==> config.mk <==
export PLATFORM = sky130hd
export DESIGN_NAME = crop_frame_sequencer
export DESIGN_NICKNAME = d
export VERILOG_FILES = /design/src/rtl/crop_seq_pkg.sv /design/src/rtl/crop_frame_sequencer_filter.sv /design/src/rtl/crop_frame_sequencer.sv
export SDC_FILE = /design/constraint.sdc
export NUM_CORES = 1
export LEC_CHECK = 0
export CAP_MARGIN = 10
export CORE_ASPECT_RATIO = 0.75
export CORE_MARGIN = 2
export CORE_UTILIZATION = 44
export DETAILED_ROUTE_END_ITERATION = 8
export GPL_TIMING_DRIVEN = 0
export PLACE_DENSITY_LB_ADDON = 0.05
export SYNTH_ARGS = -nofsm -noshare
export SYNTH_HDL_FRONTEND = slang
export SYNTH_HIERARCHICAL = 1
export SYNTH_SLANG_ARGS = --single-unit
==> constraint.sdc <==
create_clock -name ap_clk -period 3.78 [get_ports ap_clk]
set_input_delay 0.378 -clock ap_clk [delete_from_list [all_inputs] [get_ports ap_clk]]
set_output_delay 0.378 -clock ap_clk [all_outputs]
set_load 0.02 [all_outputs]
==> src/rtl/crop_seq_pkg.sv <==
// Shared constants, state encoding and window decode for the crop/Gauss frame sequencer.
package crop_seq_pkg;

  localparam int FP_TOTAL = 16;
  localparam int IN_ROWS  = 100;
  localparam int IN_COLS  = 160;
  localparam int OUT_ROWS = 48;
  localparam int OUT_COLS = 48;
  localparam int Y_1      = 10;
  localparam int X_1      = 10;
  localparam int NUM_OUT  = 5;

  localparam int ROW_W = $clog2(IN_ROWS);
  localparam int COL_W = $clog2(IN_COLS);
  localparam int CNT_W = $clog2(OUT_ROWS * OUT_COLS + 1);

  localparam logic [ROW_W-1:0] ROW_LO   = ROW_W'(Y_1);
  localparam logic [ROW_W-1:0] ROW_HI   = ROW_W'(Y_1 + OUT_ROWS);
  localparam logic [ROW_W-1:0] ROW_LAST = ROW_W'(IN_ROWS - 1);
  localparam logic [COL_W-1:0] COL_LO   = COL_W'(X_1);
  localparam logic [COL_W-1:0] COL_HI   = COL_W'(X_1 + OUT_COLS);
  localparam logic [COL_W-1:0] COL_LAST = COL_W'(IN_COLS - 1);

  typedef enum logic [2:0] {
    IDLE   = 3'd0,
    START  = 3'd1,
    STREAM = 3'd2,
    DRAIN  = 3'd3,
    RESULT = 3'd4
  } state_t;

  function automatic logic in_window(input logic [ROW_W-1:0] row, input logic [COL_W-1:0] col);
    return (row >= ROW_LO) && (row < ROW_HI) && (col >= COL_LO) && (col < COL_HI);
  endfunction

  // Network output lanes are only accepted while a frame is in flight.
  function automatic logic is_collect(input state_t st);
    return (st == START) || (st == STREAM) || (st == DRAIN);
  endfunction

endpackage

==> src/rtl/crop_frame_sequencer_filter.sv <==
// Raster position tracking and crop-window selection with a one-entry output buffer
// that sustains one pixel per cycle when it drains and refills together.
module crop_window_filter
  import crop_seq_pkg::*;
(
  input  logic                clk,
  input  logic                rst,
  input  logic                en,
  input  logic [FP_TOTAL-1:0] s_tdata,
  input  logic                s_tvalid,
  output logic                s_tready,
  output logic [FP_TOTAL-1:0] m_tdata,
  output logic                m_tvalid,
  input  logic                m_tready,
  output logic                buf_empty,
  output logic                frame_end
);

  logic [ROW_W-1:0]    row_r;
  logic [COL_W-1:0]    col_r;
  logic                buf_full_r;
  logic [FP_TOTAL-1:0] buf_data_r;
  logic [CNT_W-1:0]    fwd_r;

  logic inside_s;
  logic ready_s;
  logic accept_s;
  logic fill_s;
  logic drain_s;
  logic col_end_s;
  logic row_end_s;
  logic last_s;

  // Acceptance decode against the current raster position.
  always_comb begin
    inside_s  = in_window(row_r, col_r);
    col_end_s = (col_r == COL_LAST);
    row_end_s = (row_r == ROW_LAST);
    if (!en) begin
      ready_s = 1'b0;
    end else if (!inside_s) begin
      ready_s = 1'b1;
    end else begin
      ready_s = !buf_full_r || m_tready;
    end
    accept_s = s_tvalid && ready_s;
    fill_s   = accept_s && inside_s;
    drain_s  = buf_full_r && m_tready;
    last_s   = accept_s && col_end_s && row_end_s;
  end

  assign s_tready  = ready_s;
  assign m_tvalid  = buf_full_r;
  assign m_tdata   = buf_data_r;
  assign buf_empty = !buf_full_r;
  assign frame_end = last_s;

  // Raster counters; both wrap on the last pixel so the next frame starts at (0,0).
  always_ff @(posedge clk or posedge rst) begin
    if (rst) begin
      row_r <= '0;
      col_r <= '0;
    end else if (accept_s) begin
      if (col_end_s) begin
        col_r <= '0;
        row_r <= row_end_s ? '0 : row_r + 1'b1;
      end else begin
        col_r <= col_r + 1'b1;
      end
    end
  end

  // Output buffer; data only loads on a fill, so it holds steady while stalled.
  always_ff @(posedge clk or posedge rst) begin
    if (rst) begin
      buf_full_r <= 1'b0;
      buf_data_r <= '0;
      fwd_r      <= '0;
    end else begin
      if (fill_s) begin
        buf_full_r <= 1'b1;
        buf_data_r <= s_tdata;
      end else if (drain_s) begin
        buf_full_r <= 1'b0;
      end
      if (last_s) begin
        fwd_r <= '0;
      end else if (fill_s) begin
        fwd_r <= fwd_r + 1'b1;
      end
    end
  end

endmodule

==> src/rtl/crop_frame_sequencer.sv <==
// Per-frame sequencer: starts the network, streams the crop window into it and
// gathers one beat per network output lane into a single result word.
module crop_frame_sequencer
  import crop_seq_pkg::*;
(
  input  logic                        ap_clk,
  input  logic                        ap_rst,
  input  logic                        cmd_start,
  output logic                        busy,
  input  logic [FP_TOTAL-1:0]         s_tdata,
  input  logic                        s_tvalid,
  output logic                        s_tready,
  output logic [FP_TOTAL-1:0]         m_tdata,
  output logic                        m_tvalid,
  input  logic                        m_tready,
  output logic                        net_ap_start,
  input  logic                        net_ap_ready,
  input  logic                        net_ap_done,
  input  logic [NUM_OUT*FP_TOTAL-1:0] res_tdata,
  input  logic [NUM_OUT-1:0]          res_tvalid,
  output logic [NUM_OUT-1:0]          res_tready,
  output logic [NUM_OUT*FP_TOTAL-1:0] result_data,
  output logic                        result_valid,
  input  logic                        result_ready
);

  state_t state_r;
  state_t next_s;

  logic [NUM_OUT-1:0]          got_r;
  logic [NUM_OUT-1:0]          got_next_s;
  logic [NUM_OUT-1:0]          take_s;
  logic [NUM_OUT-1:0]          res_ready_r;
  logic                        done_seen_r;
  logic                        collect_s;
  logic                        release_s;
  logic                        stream_en_s;
  logic                        buf_empty_s;
  logic                        frame_end_s;
  logic                        busy_r;
  logic                        start_r;
  logic                        valid_r;
  logic [NUM_OUT*FP_TOTAL-1:0] result_r;

  crop_window_filter u_filter (
    .clk       (ap_clk),
    .rst       (ap_rst),
    .en        (stream_en_s),
    .s_tdata   (s_tdata),
    .s_tvalid  (s_tvalid),
    .s_tready  (s_tready),
    .m_tdata   (m_tdata),
    .m_tvalid  (m_tvalid),
    .m_tready  (m_tready),
    .buf_empty (buf_empty_s),
    .frame_end (frame_end_s)
  );

  // Next-state and lane-capture decode.
  always_comb begin
    next_s      = state_r;
    stream_en_s = (state_r == STREAM);
    collect_s   = is_collect(state_r);
    release_s   = (state_r == RESULT) && result_ready;
    take_s      = collect_s ? (res_tvalid & ~got_r) : '0;
    if (release_s) begin
      got_next_s = '0;
    end else begin
      got_next_s = got_r | take_s;
    end
    case (state_r)
      IDLE:    next_s = cmd_start ? START : IDLE;
      START:   next_s = net_ap_ready ? STREAM : START;
      STREAM:  next_s = frame_end_s ? DRAIN : STREAM;
      DRAIN:   next_s = (buf_empty_s && done_seen_r && (&got_r)) ? RESULT : DRAIN;
      RESULT:  next_s = result_ready ? IDLE : RESULT;
      default: next_s = IDLE;
    endcase
  end

  // State register; control outputs are registered from the next state.
  always_ff @(posedge ap_clk or posedge ap_rst) begin
    if (ap_rst) begin
      state_r     <= IDLE;
      busy_r      <= 1'b0;
      start_r     <= 1'b0;
      valid_r     <= 1'b0;
      res_ready_r <= '0;
    end else begin
      state_r     <= next_s;
      busy_r      <= (next_s != IDLE);
      start_r     <= (next_s == START);
      valid_r     <= (next_s == RESULT);
      res_ready_r <= is_collect(next_s) ? ~got_next_s : '0;
    end
  end

  // Lane capture and done tracking; result_data keeps the last captures across frames.
  always_ff @(posedge ap_clk or posedge ap_rst) begin
    if (ap_rst) begin
      got_r       <= '0;
      done_seen_r <= 1'b0;
      result_r    <= '0;
    end else begin
      got_r <= got_next_s;
      if (release_s) begin
        done_seen_r <= 1'b0;
      end else if (collect_s && net_ap_done) begin
        done_seen_r <= 1'b1;
      end
      for (int k = 0; k < NUM_OUT; k++) begin
        if (take_s[k]) begin
          result_r[k*FP_TOTAL +: FP_TOTAL] <= res_tdata[k*FP_TOTAL +: FP_TOTAL];
        end
      end
    end
  end

  assign busy         = busy_r;
  assign net_ap_start = start_r;
  assign result_valid = valid_r;
  assign res_tready   = res_ready_r;
  assign result_data  = result_r;

endmodule

==> run summary <==
After synthesis, the largest family of logic cells by area is multiplexers. In this run the static leakage power is 3.605 nW. The share of cells above drive strength 1 came out at 0.2480.

Setup repair after global routing left no endpoint under its margin. The clock sink count is 129, and the number of design rule violations left after detail routing is 0. The count of pins over their slew limit was 0; the overall overflow remaining after global route was 0. The post-synthesis share of cell area spent on xor and xnor gates was 0.006503.

The die is 131.8 µm wide. Setup violations remaining at the end of the flow were counted as 0. The tools report the effective utilization at floorplan as 0.4572. The library cells used most frequently in the layout, excluding fill and tap cells, are sky130_fd_sc_hd__clkdlybuf4s50_1, sky130_fd_sc_hd__dfrtp_1, sky130_fd_sc_hd__mux2_2, sky130_fd_sc_hd__mux2_4, sky130_fd_sc_hd__clkbuf_16. The repair_antennas step left the layout with diodes totalling 0. The worst path in the final design needs a cycle of 2.700 ns, including I/O delays and setup. Wires add up to 13740 µm. Clock tree root driver cell: sky130_fd_sc_hd__clkbuf_16. The die is 99.83 µm tall.

The synthesized design spends more area on one cell type than any other, namely sky130_fd_sc_hd__dfrtp_1. The first global-routing pass estimated 22180 µm of wire. Among all flip-flop cells after synthesis, the most frequent one is sky130_fd_sc_hd__dfrtp_1.

The measured slew at the worst slew-check pin was 0.5877 ns. The tools report the total count of hold-check failures in the final report as 0. The logs give 0 for the number of antenna violations at the first check in global routing and 3920 for the total via count in the routed design. The flow ran to the end, and the final reports show no timing, DRC or antenna violations. Fraction of the mapped netlist area in adder cells: 0.009289. The congestion estimate from routability-driven global placement came to 0.7983.

In this run the number of H-tree levels came out at 4. The synthesized area per cell was 14.44 µm²; the final setup skew was 0.01059 ns. The synthesized design contains 0 enable-type register cells.

Proportion of synthesized flip-flops having asynchronous set or reset: 1.000. For the hold slack, the log shows 0.3032 ns. Startpoint type of the worst setup path: a flop.

The number of detailed-routing iterations run before antenna repair came out at 4. The number of clock buffers added by TritonCTS is 17. Using the TritonRoute via totals, the vias-per-cell ratio works out to 5.006. After clock tree synthesis, the clock-pin slew on the worst setup and hold paths is 0.06 ns. The tools report the count of hold-fix buffers inserted at cts as 0. The number of nets handed over by synthesis was 486. TritonCTS built the clock tree. Synthesis inferred 129 register bits. STA puts the critical path data required time at 3.40 ns. Once detailed placement completed, the half-perimeter wirelength came to 10070 µm.

The worst register-to-register path has a depth of 6. Entering global routing, the biggest net connects 67 pins. For the worst-case headroom to the max-slew limit, the log shows 0.6041.

The tools report the buffer levels on the longest clock path as 2. The synthesis-to-finish area growth is 56.32%. The post-synthesis instance total came out at 373. Once detail routing completed, the nets flagged for antenna violations numbered 0. The part of the Yosys area used for sequential elements was 0.5992.

The die covers 13160 µm². The fraction of the mapped netlist area in compound gates was 0.05202. 215 I/O pins were placed. For this run, the top clock speed supported by timing is 0.3704 GHz. For the total number of nets in the final design, the log shows 721. The leading cell type in the layout, fill and taps excluded is sky130_fd_sc_hd__clkdlybuf4s50_1. STA classifies the critical path endpoint as an output pin. The total track usage is 0.2175. Max-cap violations in this run came to 0.

The worst hold path belongs to the class in2async. The logs give 4159 for the number of global-route vias before repair and 34 for the number of rows in the core area. Setup fix buffers added after clock tree synthesis: 0. The netlist uses 44 different library cells. Power density of the placed cells: 793.4 nW/µm². The critical path is of the reg2out type. The area share of the largest cell type after synthesis is 0.5992, and the total of cells resized after clock tree synthesis is 0.

The final worst-path cycle share is 0.7143, and the basic-gate share of the synthesized area counting and, or, nand and nor cells is 0.08732. In this run the tool buffered the top-level ports with 214 buffer cells. The non-filler instance count after layout is 783. The tools report the combined area of all synthesized cells as 5388 µm². For this run, the number of Yosys warnings is 6. The later pin in the worst-skew pair is clocked with a latency of 0.41 ns. Sorting the synthesized cells by area gives the leading types as sky130_fd_sc_hd__dfrtp_1, sky130_fd_sc_hd__mux2_2, sky130_fd_sc_hd__mux2_4. The portion of netlist area occupied by mux cells is 0.2206, and the routed length per instance is 17.55 µm. Total power for the finished layout comes to 0.006682 W. VDD sags by at most 0.4577 mV. The floorplan step defined a core boundary enclosing 11780 µm². The worst-path maximum fanout is 4, and the number of cells after detailed placement is 750. The arrival time of the worst setup path came out at 2.32 ns. The count of routing violations after the opening detailed-route iteration came out at 115.
registers in the layout (all words and copies together), names as in the netlist, 3 cells and up:
register,count
u_filter/m_tdata,16
u_filter/col_r,8
u_filter/row_r,7
state_r,3
res_tready,5
result_data,80
got_r,5
cells in the mapped netlist, types with 2 or more instances:
cell                          n
sky130_fd_sc_hd__o21ai_0     13
sky130_fd_sc_hd__mux2_2      78
sky130_fd_sc_hd__nand3_1      8
sky130_fd_sc_hd__o2111ai_1    2
sky130_fd_sc_hd__buf_4        4
sky130_fd_sc_hd__inv_1        7
sky130_fd_sc_hd__nand3b_1     2
sky130_fd_sc_hd__a21oi_1     14
sky130_fd_sc_hd__dfrtp_1    129
sky130_fd_sc_hd__a31oi_1      2
sky130_fd_sc_hd__buf_2        2
sky130_fd_sc_hd__nor2_1      11
sky130_fd_sc_hd__buf_6        4
sky130_fd_sc_hd__nand4_1      3
sky130_fd_sc_hd__xnor2_1      3
sky130_fd_sc_hd__nor3_1       5
sky130_fd_sc_hd__nand2_1     15
sky130_fd_sc_hd__and3_1       4
sky130_fd_sc_hd__mux2_4      20
sky130_fd_sc_hd__nor4b_4      4
sky130_fd_sc_hd__nor2b_1      9
sky130_fd_sc_hd__ha_1         4
sky130_fd_sc_hd__and2_1       2
sky130_fd_sc_hd__o31ai_1      8
worst max-delay path, cell delays in order (launching register included):
cell and delay [ns]:
sky130_fd_sc_hd__dfrtp_1 0.39, sky130_fd_sc_hd__inv_1 0.09, sky130_fd_sc_hd__ha_1 0.20, sky130_fd_sc_hd__o31ai_1 0.24
sky130_fd_sc_hd__a22oi_2 0.16, sky130_fd_sc_hd__nand2_2 0.12, sky130_fd_sc_hd__o21a_1 0.11, sky130_fd_sc_hd__clkdlybuf4s50_1 0.60
per-stage QoR:
stage | utilization | cell area (µm²) | setup TNS [ns] | worst slack, ns
CTS | 0.7130 | 8402 | 0 | 1.060
finish | 0.7147 | 8422 | 0 | 1.080
global placement | 0.6562 | 7732 | -60.52 | -0.6363
global route | 0.7147 | 8422 | 0 | 0.9639
floorplan | - | 5388 | 0 | 0.8683
detailed placement | 0.6587 | 7762 | 0 | 1.465
kinds of logic (layout without fill, tap and decap cells):
group                      count (synthesis)  in the layout
buffers and inverters                     20            268
xor gates and xnor gates                   4              4
muxes                                     99             99
DFF                                      129            129
and+or+nand+nor                           72             72
AOI/OAI and AO/OA                         45             45
adders and majority gates                  4              4
layout make-up:
cell class | instances | area (µm²)
tap | 162 | 202.7
clock buffer | 22 | 484.2
fill | 855 | 3362
clock inverter | 10 | 155.1
buffer | 13 | 108.9
inverter | 7 | 28.78
multi-input combinational | 224 | 2024
sequential | 129 | 3228
timing repair buffer | 216 | 2190
per-layer routing:
layer,GRT usage,share of wire
met3,0.07576,0.068
met2,0.3536,0.48
met1,0.2796,0.44
met4,0.06355,0.0084
met5,0,0
where the power goes:
part / leakage, nW / switching, W / internal, W
clock: 0.312 / 0.000587 / 0.00117
combinational: 1.70 / 0.00129 / 0.00144
sequential: 1.60 / 0.000289 / 0.00191
path summary, 6_finish.rpt:
path	to	startpoint	slack [ns]
min in group ap_clk	result_data[70]$_DFFE_PP0P_	result_data[70]$_DFFE_PP0P_	0.50
hold / removal	u_filter/m_tdata[3]$_DFFE_PP0P_	ap_rst	0.30
setup reg to reg	u_filter/m_tdata[2]$_DFFE_PP0P_	state_r[2]$_DFF_PP0_	1.46
max in group asynchronous	result_data[47]$_DFFE_PP0P_	ap_rst	2.75
hold reg to reg	result_data[70]$_DFFE_PP0P_	result_data[70]$_DFFE_PP0P_	0.50
setup / recovery	s_tready	u_filter/row_r[0]$_DFFE_PP0P_	1.08
(Power assumes the default switching activity.)
